--- src/rtl/rastreador_min_max_pkg.sv ---
// rtl/rastreador_min_max_pkg.sv - shared types and constants for the running min/max tracker
package rastreador_min_max_pkg;

  localparam int DATA_W = 32;
  localparam int FRAC_W = 10;
  localparam logic [DATA_W-1:0] NEG_ZERO = 32'h8000_0000;

  typedef enum logic [1:0] {
    IDLE    = 2'd0,
    CMP_MIN = 2'd1,
    CMP_MAX = 2'd2,
    REPORT  = 2'd3
  } state_t;

  // Either zero encoding (+0 or -0) has an all-zero magnitude field.
  function automatic logic is_zero(input logic [DATA_W-1:0] x);
    return (x & ~NEG_ZERO) == '0;
  endfunction

endpackage

--- src/rtl/rastreador_min_max_if.sv ---
// rtl/rastreador_min_max_if.sv - sample input stream and per-frame result stream
interface rastreador_min_max_if
  import rastreador_min_max_pkg::*;
#(
  parameter int CNT_W = 16
);

  logic              in_valid;
  logic              in_ready;
  logic [DATA_W-1:0] in_data;
  logic              in_last;
  logic              res_valid;
  logic              res_ready;
  logic [DATA_W-1:0] res_min;
  logic [DATA_W-1:0] res_max;
  logic [CNT_W-1:0]  res_count;

  modport master (
    output in_valid, in_data, in_last, res_ready,
    input  in_ready, res_valid, res_min, res_max, res_count
  );

  modport slave (
    input  in_valid, in_data, in_last, res_ready,
    output in_ready, res_valid, res_min, res_max, res_count
  );

endinterface

--- src/rtl/rastreador_min_max_comparador.sv ---
// rtl/rastreador_min_max_comparador.sv - sign-magnitude Q21.10 comparator (a vs b), +0 equals -0
module rastreador_min_max_comparador
  import rastreador_min_max_pkg::*;
(
  input  logic [DATA_W-1:0] a,
  input  logic [DATA_W-1:0] b,
  output logic              lt,
  output logic              gt,
  output logic              eq
);

  logic [DATA_W-2:0] mag_a;
  logic [DATA_W-2:0] mag_b;
  logic              mag_lt;
  logic              mag_eq;

  always_comb begin
    // Integer field is the high part of the magnitude, so a plain unsigned compare orders it.
    mag_a  = {a[DATA_W-2:FRAC_W], a[FRAC_W-1:0]};
    mag_b  = {b[DATA_W-2:FRAC_W], b[FRAC_W-1:0]};
    mag_lt = mag_a < mag_b;
    mag_eq = mag_a == mag_b;
    eq     = (is_zero(a) && is_zero(b)) || ((a[DATA_W-1] == b[DATA_W-1]) && mag_eq);
    if (eq) begin
      lt = 1'b0;
    end else if (a[DATA_W-1] != b[DATA_W-1]) begin
      lt = a[DATA_W-1];
    end else if (a[DATA_W-1]) begin
      lt = !mag_lt;
    end else begin
      lt = mag_lt;
    end
    gt = !eq && !lt;
  end

endmodule

--- src/rtl/rastreador_min_max.sv ---
// rtl/rastreador_min_max.sv - per-frame running min/max/count tracker sharing one comparator
module rastreador_min_max
  import rastreador_min_max_pkg::*;
#(
  parameter int CNT_W = 16
)(
  input  logic                clk,
  input  logic                rst_n,
  rastreador_min_max_if.slave bus
);

  state_t            state;
  state_t            state_nxt;
  logic [DATA_W-1:0] smp;
  logic              lst;
  logic [DATA_W-1:0] min_q;
  logic [DATA_W-1:0] max_q;
  logic [CNT_W-1:0]  count;
  logic              first;

  logic              accept;
  logic [DATA_W-1:0] cmp_b;
  logic              cmp_lt;
  logic              cmp_gt;
  logic              cmp_eq;

  rastreador_min_max_comparador u_cmp (
    .a  (smp),
    .b  (cmp_b),
    .lt (cmp_lt),
    .gt (cmp_gt),
    .eq (cmp_eq)
  );

  always_ff @(posedge clk or negedge rst_n) begin
    if (!rst_n) begin
      state <= IDLE;
    end else begin
      state <= state_nxt;
    end
  end

  always_comb begin
    state_nxt = state;
    case (state)
      IDLE: begin
        if (accept) begin
          if (first) begin
            state_nxt = bus.in_last ? REPORT : IDLE;
          end else begin
            state_nxt = CMP_MIN;
          end
        end
      end
      CMP_MIN: state_nxt = CMP_MAX;
      CMP_MAX: state_nxt = lst ? REPORT : IDLE;
      REPORT:  state_nxt = bus.res_ready ? IDLE : REPORT;
      default: state_nxt = IDLE;
    endcase
  end

  // in_ready is also held low while reset is asserted, since state alone reads IDLE then.
  always_comb begin
    bus.in_ready  = rst_n && (state == IDLE);
    bus.res_valid = (state == REPORT);
    bus.res_min   = min_q;
    bus.res_max   = max_q;
    bus.res_count = count;
    cmp_b         = (state == CMP_MAX) ? max_q : min_q;
  end

  assign accept = bus.in_valid && (state == IDLE);

  always_ff @(posedge clk or negedge rst_n) begin
    if (!rst_n) begin
      smp   <= '0;
      lst   <= 1'b0;
      min_q <= '0;
      max_q <= '0;
      count <= '0;
      first <= 1'b1;
    end else begin
      case (state)
        IDLE: begin
          if (accept) begin
            smp <= bus.in_data;
            lst <= bus.in_last;
            if (count != '1) begin
              count <= count + 1'b1;
            end
            if (first) begin
              min_q <= bus.in_data;
              max_q <= bus.in_data;
              first <= 1'b0;
            end
          end
        end
        CMP_MIN: begin
          if (cmp_lt) begin
            min_q <= smp;
          end
        end
        CMP_MAX: begin
          if (cmp_gt) begin
            max_q <= smp;
          end
        end
        REPORT: begin
          if (bus.res_ready) begin
            count <= '0;
            first <= 1'b1;
          end
        end
        default: ;
      endcase
    end
  end

endmodule

--- src/flat_wrapper.sv ---
// flat-port wrapper written by rule: the top's interface ports become plain ports
module rastreador_min_max_flat import rastreador_min_max_pkg::*;
#(
  parameter int CNT_W = 16
)
  (clk, rst_n, bus_in_valid, bus_in_data, bus_in_last, bus_res_ready, bus_in_ready, bus_res_valid, bus_res_min, bus_res_max, bus_res_count);
  rastreador_min_max_if #(.CNT_W(CNT_W)) bus_i ();
  input  logic clk;
  input  logic rst_n;
  input wire logic [$bits(bus_i.in_valid)-1:0] bus_in_valid;
  input wire logic [$bits(bus_i.in_data)-1:0] bus_in_data;
  input wire logic [$bits(bus_i.in_last)-1:0] bus_in_last;
  input wire logic [$bits(bus_i.res_ready)-1:0] bus_res_ready;
  output wire logic [$bits(bus_i.in_ready)-1:0] bus_in_ready;
  output wire logic [$bits(bus_i.res_valid)-1:0] bus_res_valid;
  output wire logic [$bits(bus_i.res_min)-1:0] bus_res_min;
  output wire logic [$bits(bus_i.res_max)-1:0] bus_res_max;
  output wire logic [$bits(bus_i.res_count)-1:0] bus_res_count;
  assign bus_i.in_valid = bus_in_valid;
  assign bus_i.in_data = bus_in_data;
  assign bus_i.in_last = bus_in_last;
  assign bus_i.res_ready = bus_res_ready;
  assign bus_in_ready = bus_i.in_ready;
  assign bus_res_valid = bus_i.res_valid;
  assign bus_res_min = bus_i.res_min;
  assign bus_res_max = bus_i.res_max;
  assign bus_res_count = bus_i.res_count;
  rastreador_min_max #(.CNT_W(CNT_W)) u_core (.clk(clk), .rst_n(rst_n), .bus(bus_i));
endmodule
--- config.mk ---
export PLATFORM = sky130hd
export DESIGN_NAME = rastreador_min_max_flat
export DESIGN_NICKNAME = d
export VERILOG_FILES = /design/src/rtl/rastreador_min_max_pkg.sv /design/src/rtl/rastreador_min_max_if.sv /design/src/rtl/rastreador_min_max_comparador.sv /design/src/rtl/rastreador_min_max.sv /design/src/flat_wrapper.sv
export SDC_FILE = /design/constraint.sdc
export NUM_CORES = 1
export LEC_CHECK = 0
export CELL_PAD_IN_SITES_DETAIL_PLACEMENT = 0
export CELL_PAD_IN_SITES_GLOBAL_PLACEMENT = 1
export CORE_UTILIZATION = 40
export DETAILED_ROUTE_END_ITERATION = 8
export PLACE_DENSITY = 0.9
export SLEW_MARGIN = 10
export SYNTH_ARGS = -nofsm -noshare
export SYNTH_HDL_FRONTEND = slang
export SYNTH_HIERARCHICAL = 1
export SYNTH_SLANG_ARGS = --single-unit
export TNS_END_PERCENT = 20
--- constraint.sdc ---
create_clock -name clk -period 4.6 [get_ports clk]
set_input_delay 0.92 -clock clk [delete_from_list [all_inputs] [get_ports clk]]
set_output_delay 0.92 -clock clk [all_outputs]
set_load 0.005 [all_outputs]
==> results of run 1 <==
[synth_stat cells (5+ instances only)]
cell type  count  area share [%]
ha_1          32             6.1
a31oi_1        5            0.48
o211ai_1       8            0.92
dfrtp_1      115              44
a21oi_1       18             1.4
nor3_1         6            0.46
nor2_1         5            0.29
clkbuf_1      16            0.92
nand4_1       13             1.2
nand3_1       12            0.92
o21ai_0       77             5.9
buf_2         15             1.1
mux2i_1       67              10
mux2_2        32             5.5
nor4_1        16             1.5
nand2_1      184              11
inv_1         35             2.0
[worst min path at each step]
stage / startpoint / endpoint / slack (ns) / cells past startpoint
after floorplan: u_core/first / u_core/first / 0.46 / 2
after global placement: u_core/bus.res_min[31] / u_core/bus.res_min[31] / 0.49 / 2
after detailed placement: u_core/bus.res_count[15] / u_core/bus.res_count[15] / 0.49 / 1
after CTS: u_core/bus.res_count[15] / u_core/bus.res_count[15] / 0.50 / 1
after global routing: u_core/bus.res_max[31] / u_core/bus.res_max[31] / 0.54 / 2
final: u_core/bus.res_count[15] / u_core/bus.res_count[15] / 0.49 / 1
[state kept, by name, indices dropped and copies added, names as in the netlist]
| name | count |
|---|---|
| u_core/bus.res_max | 32 |
| u_core/bus.res_min | 32 |
| u_core/smp | 32 |
| u_core/state | 2 |
| u_core/bus.res_count | 16 |
| u_core/lst | 1 |
| u_core/first | 1 |
[final cells by class]
class	count	area, sq um
well taps	216	270
clock buffers	22	454
inverters	35	131
repair buffers	134	1310
clock inverters	10	228
flip-flops and latches	116	2900
fillers	1468	7260
multi-input cells	522	3390
[power by group through the flow]
| stage | registers (W) | clock network [W] | logic (W) |
|---|---|---|---|
| final | 0.00201 | 0.00155 | 0.00327 |
| after global routing | 0.00208 | 0.00162 | 0.00363 |
| after CTS | 0.00201 | 0.00157 | 0.00327 |
| after detailed placement | 0.00202 | 0 | 0.00323 |
| after global placement | 0.00202 | 0 | 0.00316 |
| after floorplan | 0.00185 | 0 | 0.00203 |
[through the flow]
stage	hold WS (ns)	setup slack, ns	area (sq um)	instances	util [%]
floorplan	0.464	1.09	6550	707	-
global placement	0.486	0.791	8010	1023	50.2
detailed placement	0.492	0.669	8010	1023	50.2
finish	0.494	0.548	8690	1055	54.5
CTS	0.500	0.609	8690	1055	54.5
global route	0.538	0.287	8690	1055	54.5
[cells by family after synthesis]
family                   count (synthesis)  synth area share (%)
flip-flops                             116                  44.3
AND/OR/NAND/NOR                        262                  18.4
adder cells (fa/ha/maj)                 32                  6.11
XOR/XNOR                                 1                 0.134
multiplexers                            99                  15.7
buffers and inverters                   69                  4.24
AO/OA/AOI/OAI                          128                  11.1
[routing by layer]
layer / vias to the layer above / GRT usage, %
met5: - / 0
met4: 0 / 7.32
met3: 20 / 4.26
met2: 175 / 36.6
met1: 2737 / 31.2
li1: 2721 / -
==> impl_metrics.toml, run 1 <==
[routing]
routed_wl_um = 18200
drt-initial-drc-count = 420
wl_met1_um = 8430
viasPerCell = 5.36
wl_met2_um = 8610
num_vias = 5653
top_layer = "met4"
wl_met3_um = 962
drt_first_pass_iters = 6
routedWlPerCell_um = 17.3
drc = 0
ant_nets = 0

[critical_path]
reg2reg_depth = 14
crit_fanout = 36
critPathMaxStageDelay_ns = 0.55
ff2ff_setup_slack_ns = 0.55
rr_startpoint = "u_core/state[1]"
critPathSlowestCell = "nor2b_4"
crit_arrival_ns = 4.32
cp.required_ns = 4.87
r2r-end = "u_core/bus.res_min[16]"
cp.depth = 14
critPathLaunchType = "register"
path_cells = "nor2b_4, buf_12, mux2_2, inv_1, ha_1, nand3_1, nor4_1, nand2_1, a21oi_1, nor3_1, o21ba_1, a22oi_2, buf_4, o21ai_0"
cp-endpoint = "u_core/bus.res_min[16]"
path_delay_family = "simple AND/OR/NAND/NOR gates"
timing.critical_path.buf_inv = 3
critPathKind = "reg2reg"
critPathLaunch = "u_core/state[1]"
endpoint_kind = "register"

[logic_synthesis]
synth.avg_cell_area_sq_um = 9.26
ys_types = 46
syn_inst = 707
synth_edf_count = 0
yosys_warnings = 6
async_reset_ff_share_pct = 100
synth.cell_area_sq_um = 6550
ys.flop_type = "dfrtp_1"
ys_seq_area_share_pct = 44.3
ys_ff_latch = 116
syn-num-nets = 776

[sta]
min_period_ns = 4.05
rsz0062_at_grt = "no"
slew_headroom_pct = 35.8
clock_skew_ns = 0.0141
timing.fmax_ghz = 0.247
fin_setup_tns_ns = 0
period_share_pct = 88.1
hold_viol = 0
finalSetupViolCount = 0
slew_viol_final = 0
worst_pin_slew_ns = 0.963

[outcome]
status = "completed"

[place]
place.gp.congestion = 0.830
portBuffers = 118
dp_hpwl_um = 12800

[die]
dieArea_sq_um = 16900
core_region_area_sq_um = 15900
die_h_um = 130
row_count = 46
initial_core_util_pct = 41.1
die_x_um = 130
io-pin-count = 119

[grt]
grt_pass1_vias = 5512
grt_pass1_wl_um = 29300
grt_max_degree = 65
grt-ovfl-total = 0
antenna_found_initial = 0
grtUsageTotal_pct = 22.8

[cells_and_area]
area_delta_synth_final_pct = 32.6
nets = 895
final_cell_mix = "nand2_1 (184), clkdlybuf4s50_1 (117), dfrtp_1 (115)"
diodes = 0
drive_gt1_share_pct = 10.8
layout_commonest_cell = "nand2_1"

[power]
clkPwrFrac_pct = 22.8
leakage_nw = 3.87
switching_share_pct = 39.2
finalPower_w = 0.00683
power.share.sequential_pct = 29.4
comb_power_share_pct = 47.8
peakVddDrop_v = 0.000388
switching_power_w = 0.00268
intPower_w = 0.00415
power_density_nw_per_um2 = 786

[cts]
cts_max_level = 4
clkTransAtPathRegs_ns = 0.05
cts_root_buf = "clkbuf_16"
cts_tree = "yes"
cts_setup_buffers = 0
cts_sinks = 116
hold_buffers = 0
clk_latency_ns = 0.43
cts_buffers = 17
post_cts_resize_count = 0
clockBufferDepth = 2

[job]
drv_cap = 0

[hold_path]
hold_class = "reg2reg"
(Power assumes the default switching activity.)
==> run 2: changes to the inputs <==
Settings changed: CELL_PAD_IN_SITES_DETAIL_PLACEMENT 0 to 1, CTS_CLUSTER_SIZE from default to 40.
==> run 2 against run 1 <==
  * Worst setup slack lost 0.18 ns
  * Clock skew decreased by 0.0071 ns
  * Final area decreased by 0.79%
  * Critical endpoint is now u_core/bus.res_max[21]
  * Highest routed layer unchanged
==> impl_metrics.toml, run 2 (same netlist as run 1, synthesis figures left out) <==
[routing]
num_vias = 5945
viasPerCell = 5.64
ant_nets = 0
drt_first_pass_iters = 4
routed_wl_um = 21400
routedWlPerCell_um = 20.2
drt-initial-drc-count = 289
drc = 0

[cts]
cts_root_buf = "clkbuf_16"
clkTransAtPathRegs_ns = 0.06
post_cts_resize_count = 0
clockBufferDepth = 2
cts_setup_buffers = 0
hold_buffers = 0
cts_max_level = 4
clk_latency_ns = 0.43
cts_buffers = 17
cts_tree = "yes"
cts_sinks = 116

[cells_and_area]
layout_commonest_cell = "nand2_1"
design_area_sq_um = 8620
fillers = 1801
area_delta_synth_final_pct = 31.6
drive_gt1_share_pct = 11.1
diodes = 0
final_cell_mix = "nand2_1 (184), clkdlybuf4s50_1 (117), dfrtp_1 (115)"
nets = 895

[critical_path]
critPathLaunch = "u_core/state[1]"
cp.depth = 14
critPathLaunchType = "register"
cp.required_ns = 4.88
rr_startpoint = "u_core/state[1]"
crit_fanout = 42
timing.critical_path.buf_inv = 3
critPathKind = "reg2reg"
r2r-end = "u_core/bus.res_max[21]"
reg2reg_depth = 14
critPathMaxStageDelay_ns = 0.56
cp-endpoint = "u_core/bus.res_max[21]"
path_delay_family = "compound AO/OA/AOI/OAI gates"
endpoint_kind = "register"
critPathSlowestCell = "nor2b_4"
path_cells = "nor2b_4, buf_12, mux2_2, inv_1, ha_1, a21oi_1, o21ai_0, a221oi_1, o211ai_1, nor3_1, nor3_1, a22oi_2, buf_4, o21ai_0"
crit_arrival_ns = 4.52
ff2ff_setup_slack_ns = 0.36

[grt]
grt-ovfl-total = 0
antenna_found_initial = 0
grt_pass1_vias = 6473
grtUsageTotal_pct = 27.0
grt_pass1_wl_um = 34300
grt_max_degree = 65

[sta]
slew_viol_final = 0
rsz0062_at_grt = "no"
min_period_ns = 4.24
clock_skew_ns = 0.00706
worst_pin_slew_ns = 0.994
hold_viol = 0
timing.fmax_ghz = 0.236
slew_headroom_pct = 33.7
period_share_pct = 92.1
hold_ws_ns = 0.515
fin_setup_tns_ns = 0
finalSetupViolCount = 0

[die]
dieArea_sq_um = 16900
initial_core_util_pct = 41.1
core_region_area_sq_um = 15900
row_count = 46
io-pin-count = 119
die_x_um = 130
die_h_um = 130

[place]
dpl_cell_area_sq_um = 8010
dp_hpwl_um = 14700
place.gp.congestion = 0.830
portBuffers = 118

[power]
leakage_nw = 3.84
power_density_nw_per_um2 = 795
finalPower_w = 0.00685
peakVddDrop_v = 0.000447

[job]
drv_cap = 0

[hold_path]
hold_class = "reg2reg"
min_path_cells = 2

[outcome]
status = "completed"
run 2: routing by layer:
layer  part of all wire, %  routed length, um  vias to the layer above  track usage (%)
li1                      -                  -                     2719                -
met1                    43               9140                     3028             32.7
met2                    51              10900                      146             46.2
met3                   3.7                790                       52             5.04
met4                   2.6                562                        0             13.2
met5                     0                  0                        -                0
run 2: worst min-delay path by stage:
stage | startpoint | endpoint
after detailed placement | u_core/bus.res_count[15] | u_core/bus.res_count[15]
after global placement | u_core/bus.res_min[31] | u_core/bus.res_min[31]
after CTS | u_core/bus.res_max[15] | u_core/bus.res_max[15]
final | u_core/bus.res_max[13] | u_core/bus.res_max[13]
after global routing | u_core/bus.res_min[11] | u_core/bus.res_min[11]
after floorplan | u_core/first | u_core/first
run 2: worst reg2reg max path: cells and delay by family, from the launching register on:
| family | cells | cell delay, ns |
|---|---|---|
| compound gates | 6 | 1.18 |
| fa+ha+maj | 1 | 0.25 |
| buf+inv | 3 | 0.75 |
| flops | 1 | 0.54 |
| mux | 1 | 0.38 |
| simple gates | 3 | 0.99 |
run 2: layout make-up:
class / count / area [sq um] / area share, %
clock buffers: 23 / 488 / 5.66
multi-input cells: 522 / 3390 / 39.3
well taps: 216 / 270 / 3.14
clock inverters: 9 / 125 / 1.45
flip-flops and latches: 116 / 2900 / 33.7
repair buffers: 134 / 1310 / 15.2
inverters: 35 / 131 / 1.52
run 2: power breakdown:
part | leakage [nW] | switching, W | total, W | internal [W]
logic | 2.07 | 0.00183 | 0.00344 | 0.00161
registers | 1.47 | 0.000561 | 0.00204 | 0.00148
clock network | 0.299 | 0.000473 | 0.00138 | 0.000904
run 2: through the flow:
stage	utilization, %	instances	setup slack (ns)
6_report	54.1	1055	0.363
5_1_grt	54.1	1055	0.163
4_1_cts	54.1	1055	0.456
3_5_place_dp	50.2	1023	0.574
3_3_place_gp	50.2	1023	0.791
2_1_floorplan	-	707	1.09
==> run 3: changes to the inputs <==
Settings changed: SKIP_LAST_GASP from default to 1.
==> results of run 3 <==
No change in the layout: final DEF, timing and power equal those of run 2.
